File: config.mk
export PLATFORM = sky130hd
export DESIGN_NAME = ddr4_v2_2_24_tg_victim_sweep_ctrl
export DESIGN_NICKNAME = d
export VERILOG_FILES = /design/src/rtl/ddr4_v2_2_24_tg_victim_pkg.sv /design/src/rtl/ddr4_v2_2_24_tg_victim_step_iter.sv /design/src/rtl/ddr4_v2_2_24_tg_victim_sweep_ctrl.sv
export SDC_FILE = /design/constraint.sdc
export NUM_CORES = 1
export LEC_CHECK = 0
export ABC_CLOCK_PERIOD_IN_PS = 9900
export BUFFER_PORTS_ARGS = -buffer_cell sky130_fd_sc_hd__buf_2
export CAP_MARGIN = 15
export CORE_ASPECT_RATIO = 1.75
export CORE_UTILIZATION = 40
export DETAILED_ROUTE_END_ITERATION = 10
export SLEW_MARGIN = 10
export SYNTH_ARGS = -nofsm -noshare
export SYNTH_HDL_FRONTEND = slang
export SYNTH_HIERARCHICAL = 1
export SYNTH_SLANG_ARGS = --single-unit
File: constraint.sdc
create_clock -name clk -period 9.9 [get_ports clk]
set_input_delay 0.495 -clock clk [delete_from_list [all_inputs] [get_ports clk]]
set_output_delay 0.495 -clock clk [all_outputs]
set_load 0.01 [all_outputs]
File: src/rtl/ddr4_v2_2_24_tg_victim_pkg.sv
// Victim-mode encodings, sweep FSM states and mode predicates, shared by the sweep controller and the generator.
package ddr4_v2_2_24_tg_victim_pkg;

  localparam logic [2:0] NO_VICTIM    = 3'd0;
  localparam logic [2:0] HELD1        = 3'd1;
  localparam logic [2:0] HELD0        = 3'd2;
  localparam logic [2:0] NONINV_CYCLE = 3'd3;
  localparam logic [2:0] INV_CYCLE    = 3'd4;
  localparam logic [2:0] DLY_NONINV   = 3'd5;
  localparam logic [2:0] DLY_INV      = 3'd6;
  localparam logic [2:0] CAL_CPLX     = 3'd7;

  typedef enum logic [2:0] {
    S_IDLE,
    S_LOAD,
    S_FLUSH,
    S_RUN,
    S_NEXT,
    S_DONE
  } sweep_state_t;

  function automatic logic uses_bit(input logic [2:0] mode);
    logic r;
    case (mode)
      HELD1, HELD0, NONINV_CYCLE, INV_CYCLE, DLY_NONINV, DLY_INV: r = 1'b1;
      default: r = 1'b0;
    endcase
    return r;
  endfunction

  function automatic logic uses_delay(input logic [2:0] mode);
    return (mode == DLY_NONINV) || (mode == DLY_INV);
  endfunction

endpackage

File: src/rtl/ddr4_v2_2_24_tg_victim_step_iter.sv
// Holds the current (mode, bit, delay) sweep tuple and its one-hot mask; latches clamped config on init,
// steps delay-innermost / bit / mode on advance, and flags the final tuple.
module ddr4_v2_2_24_tg_victim_step_iter
  import ddr4_v2_2_24_tg_victim_pkg::*;
#(
  parameter int NUM_DQ_PINS    = 72,
  parameter int MAX_AGGR_DELAY = 24
) (
  input  logic                   clk,
  input  logic                   rst,
  input  logic                   init,
  input  logic                   advance,
  input  logic [7:0]             cfg_mode_mask,
  input  logic [7:0]             cfg_bit_lo,
  input  logic [7:0]             cfg_bit_hi,
  input  logic [4:0]             cfg_dly_max,
  output logic [2:0]             mode,
  output logic [7:0]             bit_idx,
  output logic [4:0]             dly,
  output logic [NUM_DQ_PINS-1:0] mask,
  output logic                   last
);

  localparam logic [7:0]             BIT_MAX = 8'(NUM_DQ_PINS - 1);
  localparam logic [4:0]             DLY_CAP = 5'(MAX_AGGR_DELAY);
  localparam logic [NUM_DQ_PINS-1:0] ONE     = NUM_DQ_PINS'(1);

  logic [7:0] mode_mask_q, bit_lo_q, bit_hi_q;
  logic [4:0] dly_max_q;
  logic [7:0] lo_c, hi_c;
  logic [4:0] dmax_c;
  logic [2:0] first_mode, up_mode, nxt_mode;
  logic       up_found;
  logic [7:0] nxt_bit, first_bit;
  logic [4:0] nxt_dly;

  // Clamp the incoming range; an inverted range collapses to the single bit lo.
  always_comb begin
    lo_c   = (cfg_bit_lo > BIT_MAX) ? BIT_MAX : cfg_bit_lo;
    hi_c   = (cfg_bit_hi > BIT_MAX) ? BIT_MAX : cfg_bit_hi;
    if (lo_c > hi_c) hi_c = lo_c;
    dmax_c = (cfg_dly_max > DLY_CAP) ? DLY_CAP : cfg_dly_max;
    first_mode = 3'd0;
    for (int m = 7; m >= 0; m--) begin
      if (cfg_mode_mask[m]) first_mode = 3'(m);
    end
    first_bit = uses_bit(first_mode) ? lo_c : 8'd0;
  end

  always_comb begin
    up_found = 1'b0;
    up_mode  = mode;
    for (int m = 7; m >= 0; m--) begin
      if (m > int'(mode) && mode_mask_q[m]) begin
        up_found = 1'b1;
        up_mode  = 3'(m);
      end
    end
    nxt_mode = mode;
    nxt_bit  = bit_idx;
    nxt_dly  = dly;
    last     = 1'b0;
    if (uses_delay(mode) && dly < dly_max_q) begin
      nxt_dly = dly + 5'd1;
    end else if (uses_bit(mode) && bit_idx < bit_hi_q) begin
      nxt_bit = bit_idx + 8'd1;
      nxt_dly = 5'd0;
    end else if (up_found) begin
      nxt_mode = up_mode;
      nxt_bit  = uses_bit(up_mode) ? bit_lo_q : 8'd0;
      nxt_dly  = 5'd0;
    end else begin
      last = 1'b1;
    end
  end

  always_ff @(posedge clk) begin
    if (rst) begin
      mode_mask_q <= '0;
      bit_lo_q    <= '0;
      bit_hi_q    <= '0;
      dly_max_q   <= '0;
      mode        <= '0;
      bit_idx     <= '0;
      dly         <= '0;
      mask        <= '0;
    end else if (init) begin
      mode_mask_q <= cfg_mode_mask;
      bit_lo_q    <= lo_c;
      bit_hi_q    <= hi_c;
      dly_max_q   <= dmax_c;
      mode        <= first_mode;
      bit_idx     <= first_bit;
      dly         <= 5'd0;
      mask        <= ONE << first_bit;
    end else if (advance) begin
      mode    <= nxt_mode;
      bit_idx <= nxt_bit;
      dly     <= nxt_dly;
      mask    <= ONE << nxt_bit;
    end
  end

endmodule

File: src/rtl/ddr4_v2_2_24_tg_victim_sweep_ctrl.sv
// Sweeps the victim pattern generator through (mode, bit, delay) steps: load config, flush the generator
// pipeline, run a fixed count of accepted beats, advance; abort returns to idle without a done pulse.
module ddr4_v2_2_24_tg_victim_sweep_ctrl
  import ddr4_v2_2_24_tg_victim_pkg::*;
#(
  parameter int TCQ            = 100,
  parameter int NUM_DQ_PINS    = 72,
  parameter int GEN_PIPE_LAT   = 4,
  parameter int MAX_AGGR_DELAY = 24
) (
  input  logic                   clk,
  input  logic                   rst,
  input  logic                   start,
  input  logic                   abort,
  input  logic [7:0]             cfg_mode_mask,
  input  logic [7:0]             cfg_bit_lo,
  input  logic [7:0]             cfg_bit_hi,
  input  logic [4:0]             cfg_dly_max,
  input  logic [15:0]            cfg_beats,
  input  logic                   beat_ready,
  output logic [2:0]             victim_mode,
  output logic [7:0]             victim_bit,
  output logic [NUM_DQ_PINS-1:0] victim_mask,
  output logic [4:0]             victim_aggr_delay,
  output logic                   victim_en,
  output logic                   victim_hold,
  output logic                   step_active,
  output logic [15:0]            step_idx,
  output logic                   busy,
  output logic                   done
);

  // TCQ only matters to behavioural models of the generator; the registers here carry no modelled delay.
  if (TCQ < 0 || GEN_PIPE_LAT < 1 || MAX_AGGR_DELAY > 31 || NUM_DQ_PINS < 1 || NUM_DQ_PINS > 256)
  begin : g_bad_param
    $error("ddr4_v2_2_24_tg_victim_sweep_ctrl: illegal parameter set");
  end

  localparam logic [15:0] FLUSH_LAST = 16'(GEN_PIPE_LAT - 1);

  sweep_state_t state, nxt_state;
  logic [15:0]  beats_m1, beat_cnt, flush_cnt;
  logic         iter_init, iter_adv, iter_last, accept_start;

  assign accept_start = (state == S_IDLE) && start && !abort;

  always_comb begin
    nxt_state   = state;
    iter_init   = 1'b0;
    iter_adv    = 1'b0;
    victim_en   = 1'b0;
    victim_hold = 1'b0;
    step_active = 1'b0;
    done        = 1'b0;
    busy        = (state != S_IDLE);
    unique case (state)
      S_IDLE: begin
        if (accept_start) begin
          iter_init = (cfg_mode_mask != 8'd0);
          nxt_state = iter_init ? S_LOAD : S_DONE;
        end
      end
      S_LOAD:  nxt_state = S_FLUSH;
      S_FLUSH: begin
        victim_en = 1'b1;
        if (flush_cnt == FLUSH_LAST) nxt_state = S_RUN;
      end
      S_RUN: begin
        victim_en   = 1'b1;
        victim_hold = ~beat_ready;
        step_active = 1'b1;
        if (beat_ready && beat_cnt == beats_m1) nxt_state = S_NEXT;
      end
      S_NEXT: begin
        iter_adv  = !iter_last;
        nxt_state = iter_last ? S_DONE : S_LOAD;
      end
      S_DONE: begin
        done      = 1'b1;
        nxt_state = S_IDLE;
      end
      default: nxt_state = S_IDLE;
    endcase
    if (abort && state != S_IDLE) begin
      nxt_state = S_IDLE;
      iter_adv  = 1'b0;
    end
  end

  always_ff @(posedge clk) begin
    if (rst) begin
      state     <= S_IDLE;
      beats_m1  <= '0;
      beat_cnt  <= '0;
      flush_cnt <= '0;
      step_idx  <= '0;
    end else begin
      state <= nxt_state;
      if (accept_start) begin
        beats_m1 <= (cfg_beats == 16'd0) ? 16'd0 : cfg_beats - 16'd1;
        step_idx <= '0;
      end
      flush_cnt <= (state == S_FLUSH) ? flush_cnt + 16'd1 : 16'd0;
      beat_cnt  <= (state == S_RUN) ? beat_cnt + 16'(beat_ready) : 16'd0;
      if (state == S_NEXT && !abort && step_idx != 16'hFFFF) step_idx <= step_idx + 16'd1;
    end
  end

  ddr4_v2_2_24_tg_victim_step_iter #(
    .NUM_DQ_PINS   (NUM_DQ_PINS),
    .MAX_AGGR_DELAY(MAX_AGGR_DELAY)
  ) u_iter (
    .clk          (clk),
    .rst          (rst),
    .init         (iter_init),
    .advance      (iter_adv),
    .cfg_mode_mask(cfg_mode_mask),
    .cfg_bit_lo   (cfg_bit_lo),
    .cfg_bit_hi   (cfg_bit_hi),
    .cfg_dly_max  (cfg_dly_max),
    .mode         (victim_mode),
    .bit_idx      (victim_bit),
    .dly          (victim_aggr_delay),
    .mask         (victim_mask),
    .last         (iter_last)
  );

endmodule
==> results.cfg <==
[outcome]
outcome = completed

[worst_setup_path]
crit_fanout = 46
r2r_slack_ns = 5.56
start_kind = register
arrival_ns = 4.73
cp_num_buf_inv = 3
r2r_start = state[2]
ff2ff_path_depth = 13
cpLargestDelayFamily = simple AND/OR/NAND/NOR gates
cp_slowest_stage_delay_ns = 0.52
crit_chain = nor2_1 > nand3_1 > nor2_4 > buf_4 > inv_1 > nor2_1 > nand2_1 > nor2_1 > nor2_1 > a222oi_1 > buf_4 > nor4b_2 > a22o_1
criticalPathCategory = register to register
cp_slowest_cell = nor4b_2
critPathMostFrequentCell = nor2_1
r2r_end = u_iter/mask[30]
cp.required_ns = 10.28
cp-end-kind = register

[global_route]
antenna_found_initial = 0
grt_overflow = 0
grt_util_all_layers_pct = 21.83
grt_pass1_wl_microns = 39560
grt_pass1_vias = 7748
grt_max_degree = 73

[sta]
finClkSkew_ns = 0.009385
period_minus_slack_ns = 4.344
post-route-period-util_pct = 43.88
finalSetupViolCount = 0
layout_setup_ws_ns = 5.556
fin_tns_setup_ns = 0
drv_slew = 0
rsz0062_at_grt = false
tightest_slew_ns = 0.8763
slew-limit-headroom_pct = 41.46
final_hold_viol_count = 0
timing.fmax_mhz = 230.2

[cts]
cts_max_level = 4
clk_transition_reported_paths_ns = 0.07
cts-buffers-inserted = 17
cts_tree = yes
worst_skew_pair.late_latency_ns = 0.44
clock-root-buffer = clkbuf_16
post_cts_buffers = 0
cts.sinks = 183
cts_resized = 0
hold_buffers = 0
clk_path_buf_depth = 2

[cells_and_area]
design_area_sq_um = 10580
fin_nets = 1264
final_cells = 1495
antennaDiodeCount = 0
synthToLayoutAreaGrowth_pct = 17.80
drive_gt1_share_pct = 19.35

[yosys]
synthArstFlopShare_pct = 0
synth.largest_area_cell = dfxtp_1
yosysUniqueCellTypes = 82
synth_area_per_cell_sq_um = 8.587
synth_top_area_share_pct = 40.79
synth_commonest_cells = dfxtp_1, nor2_1, nand2_1, o21ai_0, a22o_1
yosysWarnings = 6
ys_seq_area_share_pct = 40.79
synth_seq_cells = 183
syn_nets = 1122
synth-edff-count = 0
syn_inst = 1046
yosysMostFrequentCell = dfxtp_1
synth_ff_type = dfxtp_1
syn-cell-area_sq_um = 8982
netlist_top_cells_area = dfxtp_1, nor2_1, a22o_1

[die]
dieHeight_microns = 200.2
start_util_pct = 40.70
pin_count = 159
core_region_area_sq_um = 22070
fp-row-count = 72
die_w_microns = 115.3
die-area_sq_um = 23080

[detailed_routing]
first_iter_violations = 554
vias_per_cell = 5.455
first_pass_iters = 5
antenna_left = 0
totalWireLength_microns = 24710
routedWlPerCell_microns = 16.53
drc_errors = 0
num_vias = 8155

[place]
place_area_sq_um = 10040
routabilityCongestion = 0.8761
place_ws_ns = 5.461
io_buffers = 158
detailed_place_hpwl_microns = 18310
dpl.cell_count = 1465

[worst_hold_path]
holdCritPathClass = input pin to register
min_to = u_iter/dly_max_q[3]
hp-start = cfg_dly_max[3]
hold_depth = 3

[power_and_ir_drop]
power_density_nw_per_um2 = 155.0
ir_drop_mv = 0.1061
p_leak_nw = 4.373

[flow_run]
maxCapViolations = 0
state kept, by name, summed over array words and instances, names as in the netlist:
signal / cells
flush_cnt: 16
u_iter/mode_mask_q: 7
beats_m1: 16
u_iter/bit_idx: 8
state: 3
u_iter/dly: 5
u_iter/mask: 72
u_iter/bit_lo_q: 8
u_iter/bit_hi_q: 8
u_iter/dly_max_q: 5
u_iter/mode: 3
step_idx: 16
beat_cnt: 16
through the flow:
| step | hold WS (ns) | util [%] | total power [mW] |
|---|---|---|---|
| 3_5_place_dp | 0.4392 | 45.49 | 1.009 |
| 4_1_cts | 0.3012 | 47.94 | 1.655 |
| 6_report | 0.3159 | 47.94 | 1.640 |
| 3_3_place_gp | 0.4301 | 45.49 | 1.007 |
| 2_1_floorplan | 0.4175 | - | 0.9393 |
| 5_1_grt | 0.3330 | 47.94 | 1.708 |
final cells by class:
cell class                      instances  area [sq um]
Timing Repair Buffer                  167         858.3
Inverter                               31         116.4
Clock inverter                         13         116.4
Fill cell                            2201         11490
Sequential cell                       183          3664
Clock buffer                           17         425.4
Tap cell                              296         370.4
Multi-Input combinational cell        788          5031
worst max path at each step:
stage	from	endpoint	cells past startpoint
after global placement	cfg_mode_mask[5]	u_iter/mask[64]	14
after floorplan	u_iter/bit_idx[1]	u_iter/mask[45]	14
final	state[2]	u_iter/mask[30]	13
after detailed placement	cfg_mode_mask[5]	u_iter/mask[64]	14
after global routing	state[2]	u_iter/mask[31]	13
after CTS	state[2]	u_iter/mask[30]	13
kinds of logic (layout without fill, tap and decap cells):
group	after synthesis	count (layout)	synth area share, %
xor gates and xnor gates	57	57	5.558
DFF	183	183	40.79
buffers and inverters	75	228	3.371
AOI/OAI and AO/OA	242	242	18.33
muxes	22	22	2.452
other	2	2	0.08361
adders and majority gates	26	26	3.622
and+or+nand+nor	439	439	25.80
report_power, final:
group	internal [mW]	leakage, nW	switching (mW)	total (mW)
registers	0.750	1.48	0.0157	0.766
clock network	0.329	0.266	0.316	0.645
logic	0.0816	2.63	0.147	0.229
layout by cell type (no fill, tap or decap), drive strengths merged, types with 7 or more instances in the layout:
cell type  instances
nand2            107
nand3             32
clkbuf            17
nor4b              8
o21ai             80
xor2              41
and2               8
nor4              15
or2                7
nand2b            12
or3               16
a22o              48
and3              17
dfxtp            183
a211oi            13
or4               10
nand4             16
mux2i             22
a31oi              9
nor3              30
nor2b             11
buf              167
inv               39
ha                26
o31ai             11
a21oi             31
xnor2             16
nor2             124
tightest hold or removal path: stages:
cell,delay [ns]
buf_2,0.09
mux2i_1,0.06
nor2_1,0.08
metal layers:
metal | share of wire, % | vias up | global-route usage (%)
met4 | 2.5 | 0 | 8.673
met1 | 41 | 3861 | 24.42
met2 | 54 | 203 | 40.17
li1 | - | 4047 | -
met3 | 3.1 | 44 | 3.480
met5 | 0 | - | 0
No activity file was read; power rests on OpenSTA's default activity.
